**src/rtl/reverb_ctrl_pkg.sv**
```systemverilog
// Shared definitions for the reverb tap sequencer: controller states,
// default parameter values and status-vector bit positions.
package reverb_ctrl_pkg;

  typedef enum logic [2:0] {
    ST_IDLE,
    ST_FLUSH,
    ST_STREAM,
    ST_WAIT_DONE,
    ST_RUN,
    ST_ERROR
  } ctrl_state_t;

  localparam int DEF_NUM_TAPS_LOG2 = 4;
  localparam int DEF_TAP_WIDTH     = 16;
  localparam int DEF_FLUSH_CYCLES  = 4;
  localparam int DEF_DONE_TIMEOUT  = 64;

  localparam int STAT_BUSY       = 0;
  localparam int STAT_RUNNING    = 1;
  localparam int STAT_LOAD_ERROR = 2;
  localparam int STAT_WR_DROPPED = 3;
  localparam int STAT_W          = 4;

  // States during which a tap load is in flight and the store is locked.
  function automatic logic is_busy_state(input ctrl_state_t s);
    return (s == ST_FLUSH) || (s == ST_STREAM) || (s == ST_WAIT_DONE);
  endfunction

endpackage

```
**src/rtl/reverb_tap_ram.sv**
```systemverilog
// Simple dual-port tap store: one write port, one read port with a
// one-cycle registered read. Array contents are never reset; only the
// read register is, so the tap output starts at zero.
module reverb_tap_ram #(
  parameter int G_ADDR_W = 4,
  parameter int G_DATA_W = 16
) (
  input  logic                clk,
  input  logic                reset,
  input  logic                wr_en,
  input  logic [G_ADDR_W-1:0] wr_addr,
  input  logic [G_DATA_W-1:0] wr_data,
  input  logic                rd_en,
  input  logic [G_ADDR_W-1:0] rd_addr,
  output logic [G_DATA_W-1:0] rd_data
);

  logic [G_DATA_W-1:0] mem [2**G_ADDR_W];
  logic [G_DATA_W-1:0] rd_data_reg;

  // Host write port.
  always_ff @(posedge clk) begin
    if (wr_en) begin
      mem[wr_addr] <= wr_data;
    end
  end

  // Registered read; holds its value whenever rd_en is low.
  always_ff @(posedge clk or posedge reset) begin
    if (reset) begin
      rd_data_reg <= '0;
    end else if (rd_en) begin
      rd_data_reg <= mem[rd_addr];
    end
  end

  assign rd_data = rd_data_reg;

endmodule

```
**src/rtl/reverb_tap_sequencer.sv**
```systemverilog
// Tap-load controller for the reverb FIR: flushes the datapath, streams
// the tap store to the FIR over a valid/ready link, waits for the FIR's
// load-complete level, then runs with the filter in circuit.
// G_FLUSH_CYCLES and G_DONE_TIMEOUT are expected to be at least 1.
module reverb_tap_sequencer
  import reverb_ctrl_pkg::*;
#(
  parameter int G_NUM_TAPS_LOG2 = DEF_NUM_TAPS_LOG2,
  parameter int G_TAP_WIDTH     = DEF_TAP_WIDTH,
  parameter int G_FLUSH_CYCLES  = DEF_FLUSH_CYCLES,
  parameter int G_DONE_TIMEOUT  = DEF_DONE_TIMEOUT
) (
  input  logic                       clk,
  input  logic                       reset,
  input  logic                       sw_enable,
  input  logic                       load_start,
  input  logic                       tap_wr_en,
  input  logic [G_NUM_TAPS_LOG2-1:0] tap_wr_addr,
  input  logic [G_TAP_WIDTH-1:0]     tap_wr_data,
  output logic [G_TAP_WIDTH-1:0]     tap_dout,
  output logic                       tap_dout_valid,
  input  logic                       tap_dout_ready,
  input  logic                       tap_done,
  output logic                       fir_enable,
  output logic                       fir_bypass,
  output logic                       busy,
  output logic                       running,
  output logic                       load_error,
  output logic                       wr_dropped
);

  localparam int CNT_MAX = (G_DONE_TIMEOUT > G_FLUSH_CYCLES) ? G_DONE_TIMEOUT : G_FLUSH_CYCLES;
  localparam int CNT_W   = $clog2(CNT_MAX + 1);
  localparam logic [CNT_W-1:0]           FLUSH_LAST   = CNT_W'(G_FLUSH_CYCLES - 1);
  localparam logic [CNT_W-1:0]           TIMEOUT_LAST = CNT_W'(G_DONE_TIMEOUT - 1);
  localparam logic [G_NUM_TAPS_LOG2-1:0] LAST_IDX     = '1;

  ctrl_state_t                state_reg, state_next;
  logic [CNT_W-1:0]           cnt_reg;
  logic [G_NUM_TAPS_LOG2-1:0] idx_reg;
  logic                       tap_dout_valid_reg;
  logic                       fir_enable_reg;
  logic                       fir_bypass_reg;
  logic [STAT_W-1:0]          status_reg;

  logic                       handshake;
  logic                       load_accept;
  logic                       ram_wr_en;
  logic                       ram_rd_en;
  logic [G_NUM_TAPS_LOG2-1:0] ram_rd_addr;

  assign handshake   = tap_dout_valid_reg & tap_dout_ready;
  assign load_accept = sw_enable & load_start & ~is_busy_state(state_reg);
  // The store is locked for the whole load, so reads never collide with writes.
  assign ram_wr_en   = tap_wr_en & ~is_busy_state(state_reg);

  // Next-state selection; a low sw_enable overrides everything else.
  always_comb begin
    state_next = state_reg;
    if (!sw_enable) begin
      state_next = ST_IDLE;
    end else begin
      case (state_reg)
        ST_IDLE, ST_RUN, ST_ERROR: if (load_start) state_next = ST_FLUSH;
        ST_FLUSH:     if (cnt_reg == FLUSH_LAST) state_next = ST_STREAM;
        ST_STREAM:    if (handshake && idx_reg == LAST_IDX) state_next = ST_WAIT_DONE;
        ST_WAIT_DONE: begin
          if (tap_done) begin
            state_next = ST_RUN;
          end else if (cnt_reg == TIMEOUT_LAST) begin
            state_next = ST_ERROR;
          end
        end
        default:      state_next = ST_IDLE;
      endcase
    end
  end

  // Prefetch tap 0 on the last flush cycle, then the following tap on each
  // handshake, so the read register always holds the tap being offered.
  always_comb begin
    ram_rd_en   = ((state_reg == ST_FLUSH) && (state_next == ST_STREAM)) ||
                  ((state_reg == ST_STREAM) && (state_next == ST_STREAM) && handshake);
    ram_rd_addr = (state_reg == ST_FLUSH) ? '0 : idx_reg + 1'b1;
  end

  // Controller state, counters and registered outputs.
  always_ff @(posedge clk or posedge reset) begin
    if (reset) begin
      state_reg          <= ST_IDLE;
      cnt_reg            <= '0;
      idx_reg            <= '0;
      tap_dout_valid_reg <= 1'b0;
      fir_enable_reg     <= 1'b0;
      fir_bypass_reg     <= 1'b1;
      status_reg         <= '0;
    end else begin
      state_reg <= state_next;

      if (state_next != state_reg) begin
        cnt_reg <= '0;
      end else if (state_reg == ST_FLUSH || state_reg == ST_WAIT_DONE) begin
        cnt_reg <= cnt_reg + 1'b1;
      end

      if (state_next == ST_FLUSH) begin
        idx_reg <= '0;
      end else if (handshake) begin
        idx_reg <= idx_reg + 1'b1;
      end

      tap_dout_valid_reg <= (state_next == ST_STREAM) &&
                            ((state_reg == ST_FLUSH) || tap_dout_valid_reg);
      fir_enable_reg     <= (state_next == ST_STREAM) || (state_next == ST_WAIT_DONE) ||
                            (state_next == ST_RUN);
      fir_bypass_reg     <= (state_next != ST_RUN);

      status_reg[STAT_BUSY]       <= is_busy_state(state_next);
      status_reg[STAT_RUNNING]    <= (state_next == ST_RUN);
      status_reg[STAT_LOAD_ERROR] <= (state_next == ST_ERROR);
      if (load_accept) begin
        status_reg[STAT_WR_DROPPED] <= 1'b0;
      end else if (tap_wr_en && is_busy_state(state_reg)) begin
        status_reg[STAT_WR_DROPPED] <= 1'b1;
      end
    end
  end

  reverb_tap_ram #(
    .G_ADDR_W (G_NUM_TAPS_LOG2),
    .G_DATA_W (G_TAP_WIDTH)
  ) u_tap_ram (
    .clk     (clk),
    .reset   (reset),
    .wr_en   (ram_wr_en),
    .wr_addr (tap_wr_addr),
    .wr_data (tap_wr_data),
    .rd_en   (ram_rd_en),
    .rd_addr (ram_rd_addr),
    .rd_data (tap_dout)
  );

  assign tap_dout_valid = tap_dout_valid_reg;
  assign fir_enable     = fir_enable_reg;
  assign fir_bypass     = fir_bypass_reg;
  assign busy           = status_reg[STAT_BUSY];
  assign running        = status_reg[STAT_RUNNING];
  assign load_error     = status_reg[STAT_LOAD_ERROR];
  assign wr_dropped     = status_reg[STAT_WR_DROPPED];

endmodule

```
**config.mk**
```make
export PLATFORM = sky130hd
export DESIGN_NAME = reverb_tap_sequencer
export DESIGN_NICKNAME = d
export VERILOG_FILES = /design/src/rtl/reverb_ctrl_pkg.sv /design/src/rtl/reverb_tap_ram.sv /design/src/rtl/reverb_tap_sequencer.sv
export SDC_FILE = /design/constraint.sdc
export NUM_CORES = 1
export LEC_CHECK = 0
export CORE_ASPECT_RATIO = 1.75
export CORE_MARGIN = 10
export CORE_UTILIZATION = 45
export DETAILED_ROUTE_END_ITERATION = 10
export GPL_ROUTABILITY_DRIVEN = 0
export HOLD_SLACK_MARGIN = 0.12
export SETUP_SLACK_MARGIN = 0.3
export SLEW_MARGIN = 40
export SYNTH_ARGS = -nofsm -noshare
export SYNTH_HDL_FRONTEND = slang
export SYNTH_SLANG_ARGS = --single-unit
```
**constraint.sdc**
```tcl
create_clock -name clk -period 2.55 [get_ports clk]
set_input_delay 0.3825 -clock clk [delete_from_list [all_inputs] [get_ports clk]]
set_output_delay 0.3825 -clock clk [all_outputs]
set_load 0.1 [all_outputs]
```
==> reports/summary.md <==
## Outcome
* **outcome** complete, no violations

## Yosys
* **top post-synthesis cells by area** sky130_fd_sc_hd__edfxtp_1 64%, sky130_fd_sc_hd__dfrtp_1 7.5%, sky130_fd_sc_hd__mux4_2 3.0%
* **cell type contributing the most total cell area after synthesis** sky130_fd_sc_hd__edfxtp_1
* **Top FF cell, synth** sky130_fd_sc_hd__edfxtp_1
* **total of warnings raised by yosys** 0
* **net count after synthesis** 832
* **synthesized area** 0.0120 sq mm
* **flip-flop and latch count after synthesis** 293
* **post-synthesis sequential area ratio** 71.6%
* **Unique masters post-synth** 47
* **syn avg cell area** 15.0 sq um
* **top-area cell type share of the netlist area** 63.9%
* **async set-reset flop share out of synthesis** 12.6%
* **number of enable-type register cells in the synthesized netlist** 256
* **synthesized instance count** 803

## Timing
* **setup total negative slack** 0 ps
* **slew at the pin closest to its max-slew limit** 645 ps
* **Final Max Slew Viols** 0
* **share of the clock period used by the worst path** 87.4%
* **Highest Clock Rate** 449 MHz
* **number of endpoints failing setup at the final stage** 0
* **total count of hold-check failures in the final report** 0
* **worst setup skew after layout** 10.7 ps
* **relative slew slack** 56.9%
* **worst slack on hold paths** 256 ps
* **Final Critical Period** 2230 ps
* **RSZ-0062 raised after global routing** yes

## Cells and area
* **max reg flops** 256
* **most frequent cells in the layout** 256 x sky130_fd_sc_hd__edfxtp_1, 75 x sky130_fd_sc_hd__nand2_1, 61 x sky130_fd_sc_hd__buf_4
* **diode insertion count for antenna repair** 0
* **post-synthesis to final-layout area growth** 20.3%
* **Post-Layout Cell Count** 1232
* **final net count** 917
* **final instance area** 0.0145 sq mm
* **layout cell share with drive strength beyond 1** 23.2%
* **most common library cell in the layout ignoring fill and taps** sky130_fd_sc_hd__edfxtp_1

## Clock tree
* **maximum buffer depth of the clock tree** 3
* **count of H-tree levels built during CTS** 1
* **CTS tree** done
* **root buffer cell** sky130_fd_sc_hd__clkbuf_16
* **clk sinks** 293
* **clock latency on the worst-skew pair** 550 ps
* **Clock Pin Slew Worst Setup and Hold Paths** 70 ps
* **number of buffers added to fix hold violations after cts** 0
* **Inserted Clock Buffers** 26

## Min path
* **type of the most critical hold path** primary input to async pin

## Worst setup path
* **cells along the critical path** buf_4 > nor2_1 > or2_2 > nand2_1 > or3_1 > nor3_2 > buf_12
* **Worst Path Buf+Inv** 2
* **total stage count of the critical path** 7
* **CP startpoint** state_reg[0]
* **max incr delay on CP** 420 ps
* **Critical Path Slowest Stage Cell** sky130_fd_sc_hd__or3_1
* **endpoint class of the critical path** flop
* **classification of the worst setup path** flop to flop
* **data arrival time at the worst-slack endpoint** 2480 ps
* **worst reg2reg startpoint** state_reg[0]
* **cell family with most CP delay** simple AND/OR/NAND/NOR gates
* **count of cells along the worst register-to-register path** 7
* **CP Data Required Time** 2800 ps
* **maximum fanout encountered on the critical timing path** 16
* **crit start category** flop

## Drt
* **vias per cell** 5.86
* **post-detailed-route count of antenna-violating nets** 0
* **DRT Wirelength** 29700 um
* **Detailed Routing Iterations Pass 1** 5
* **routed wire length per instance** 24.1 um
* **count of unresolved DRC violations after routing** 0
* **Starting DRT DRC Count** 495
* **vias** 7225

## Die
* **width of the chip** 144 um
* **overall die area** 0.0339 sq mm
* **row cnt** 79
* **Vert. Die Dim** 236 um
* **Starting Density** 45.4%
* **Core Box Area** 0.0265 sq mm
* **number of top-level pins** 50

## Placed design
* **Area after DPL** 0.0133 sq mm
* **half-perimeter wire length of the detailed placement result** 18600 um
* **total of buffers placed on input and output ports** 49
* **number of instances in the placed design** 1179

## Run
* **number of max-capacitance violations reported** 0

## GRT
* **first-pass GRT wire length** 45100 um
* **Global Route Usage Sum** 17.4%
* **pin count of the biggest net entering global routing** 53
* **antenna violations before repair** 0
* **GRT Residual Overflow** 0
* **number of global-route vias before repair** 7638

## Power
* **leakage component of the power** 4.81 nW
* **total power after layout** 10.7 mW
* **highest ir drop seen on vdd** 0.463 mV
* **total power divided by cell area** 740 mW/mm^2

path summary, 6_finish.rpt:
path / to / slack (ps)
max reg2reg: u_tap_ram.mem[0][15] / 320
min in group clk: u_tap_ram.rd_data[6] / 470
min reg2reg: u_tap_ram.rd_data[6] / 470
min: u_tap_ram.rd_data[13] / 260
max: u_tap_ram.mem[0][15] / 320
max in group asynchronous: idx_reg[0] / 1930
metrics by stage:
step / utilization (%) / setup WS (ps)
final: 54.6 / 322
after global routing: 54.6 / 229
after CTS: 54.4 / 264
after detailed placement: 50.3 / 151
after global placement: 50.3 / 167
after floorplan: - / 256
synth_stat cells (3+ instances only):
master                      count
sky130_fd_sc_hd__a2111oi_0      3
sky130_fd_sc_hd__a21oi_1       37
sky130_fd_sc_hd__a31oi_1        3
sky130_fd_sc_hd__buf_1          3
sky130_fd_sc_hd__buf_2         14
sky130_fd_sc_hd__clkbuf_1      33
sky130_fd_sc_hd__dfrtp_1       36
sky130_fd_sc_hd__edfxtp_1     256
sky130_fd_sc_hd__inv_1          4
sky130_fd_sc_hd__mux2_2        29
sky130_fd_sc_hd__mux2i_1       20
sky130_fd_sc_hd__mux4_2        16
sky130_fd_sc_hd__nand2_1       75
sky130_fd_sc_hd__nand2b_1      39
sky130_fd_sc_hd__nand3_1        4
sky130_fd_sc_hd__nand4_1        5
sky130_fd_sc_hd__nor2_1        31
sky130_fd_sc_hd__nor2b_1        3
sky130_fd_sc_hd__nor3_1         5
sky130_fd_sc_hd__nor3b_1        4
sky130_fd_sc_hd__nor4_1         9
sky130_fd_sc_hd__o211ai_1      16
sky130_fd_sc_hd__o21ai_0       23
sky130_fd_sc_hd__o21ai_1        7
sky130_fd_sc_hd__o221ai_1      29
sky130_fd_sc_hd__o22ai_1       26
sky130_fd_sc_hd__o311ai_0       3
sky130_fd_sc_hd__or3_1         34
sky130_fd_sc_hd__xnor2_1        4
sky130_fd_sc_hd__xor2_1         9
tightest hold or removal path, stage by stage:
cell                              delay, ps
sky130_fd_sc_hd__clkdlybuf4s50_1        400
sky130_fd_sc_hd__inv_1                   60
sky130_fd_sc_hd__buf_4                  390
layout make-up:
| class | count | area, sq um |
|---|---|---|
| fillers | 2148 | 12000 |
| flip-flops and latches | 293 | 8620 |
| multi-input cells | 455 | 3330 |
| repair buffers | 108 | 1110 |
| clock buffers | 34 | 806 |
| well taps | 324 | 405 |
| clock inverters | 14 | 179 |
| inverters | 4 | 15.0 |
logic make-up (layout without fill, tap and decap cells):
family,count (synthesis),in the layout,share of synthesized area [%]
and+or+nand+nor,219,221,9.30
AOI/OAI and AO/OA,154,154,8.44
adders and majority gates,2,2,0.208
xor gates and xnor gates,13,13,0.947
muxes,65,65,7.38
buffers and inverters,57,160,2.08
DFF,293,293,71.6
report_power, final:
group / switching (mW) / internal (mW)
clock network: 1.76 / 2.56
registers: 0.0539 / 5.32
logic: 0.720 / 0.292
routing by layer:
layer | vias to the layer above | global-route usage, % | share of wire [%]
li1 | 3296 | - | -
met4 | 0 | 6.18 | 2.1
met5 | - | 0 | 0
met2 | 185 | 31.8 | 56
met1 | 3701 | 19.8 | 38
met3 | 43 | 2.55 | 4.4
repair_timing:
item                       CTS  global route
gates cloned                 2             0
setup endpoints to repair   27            60
pin swaps                    1             3
gates resized for setup     18            16
setup buffers                2             1
No activity file was read; power rests on OpenSTA's default activity.
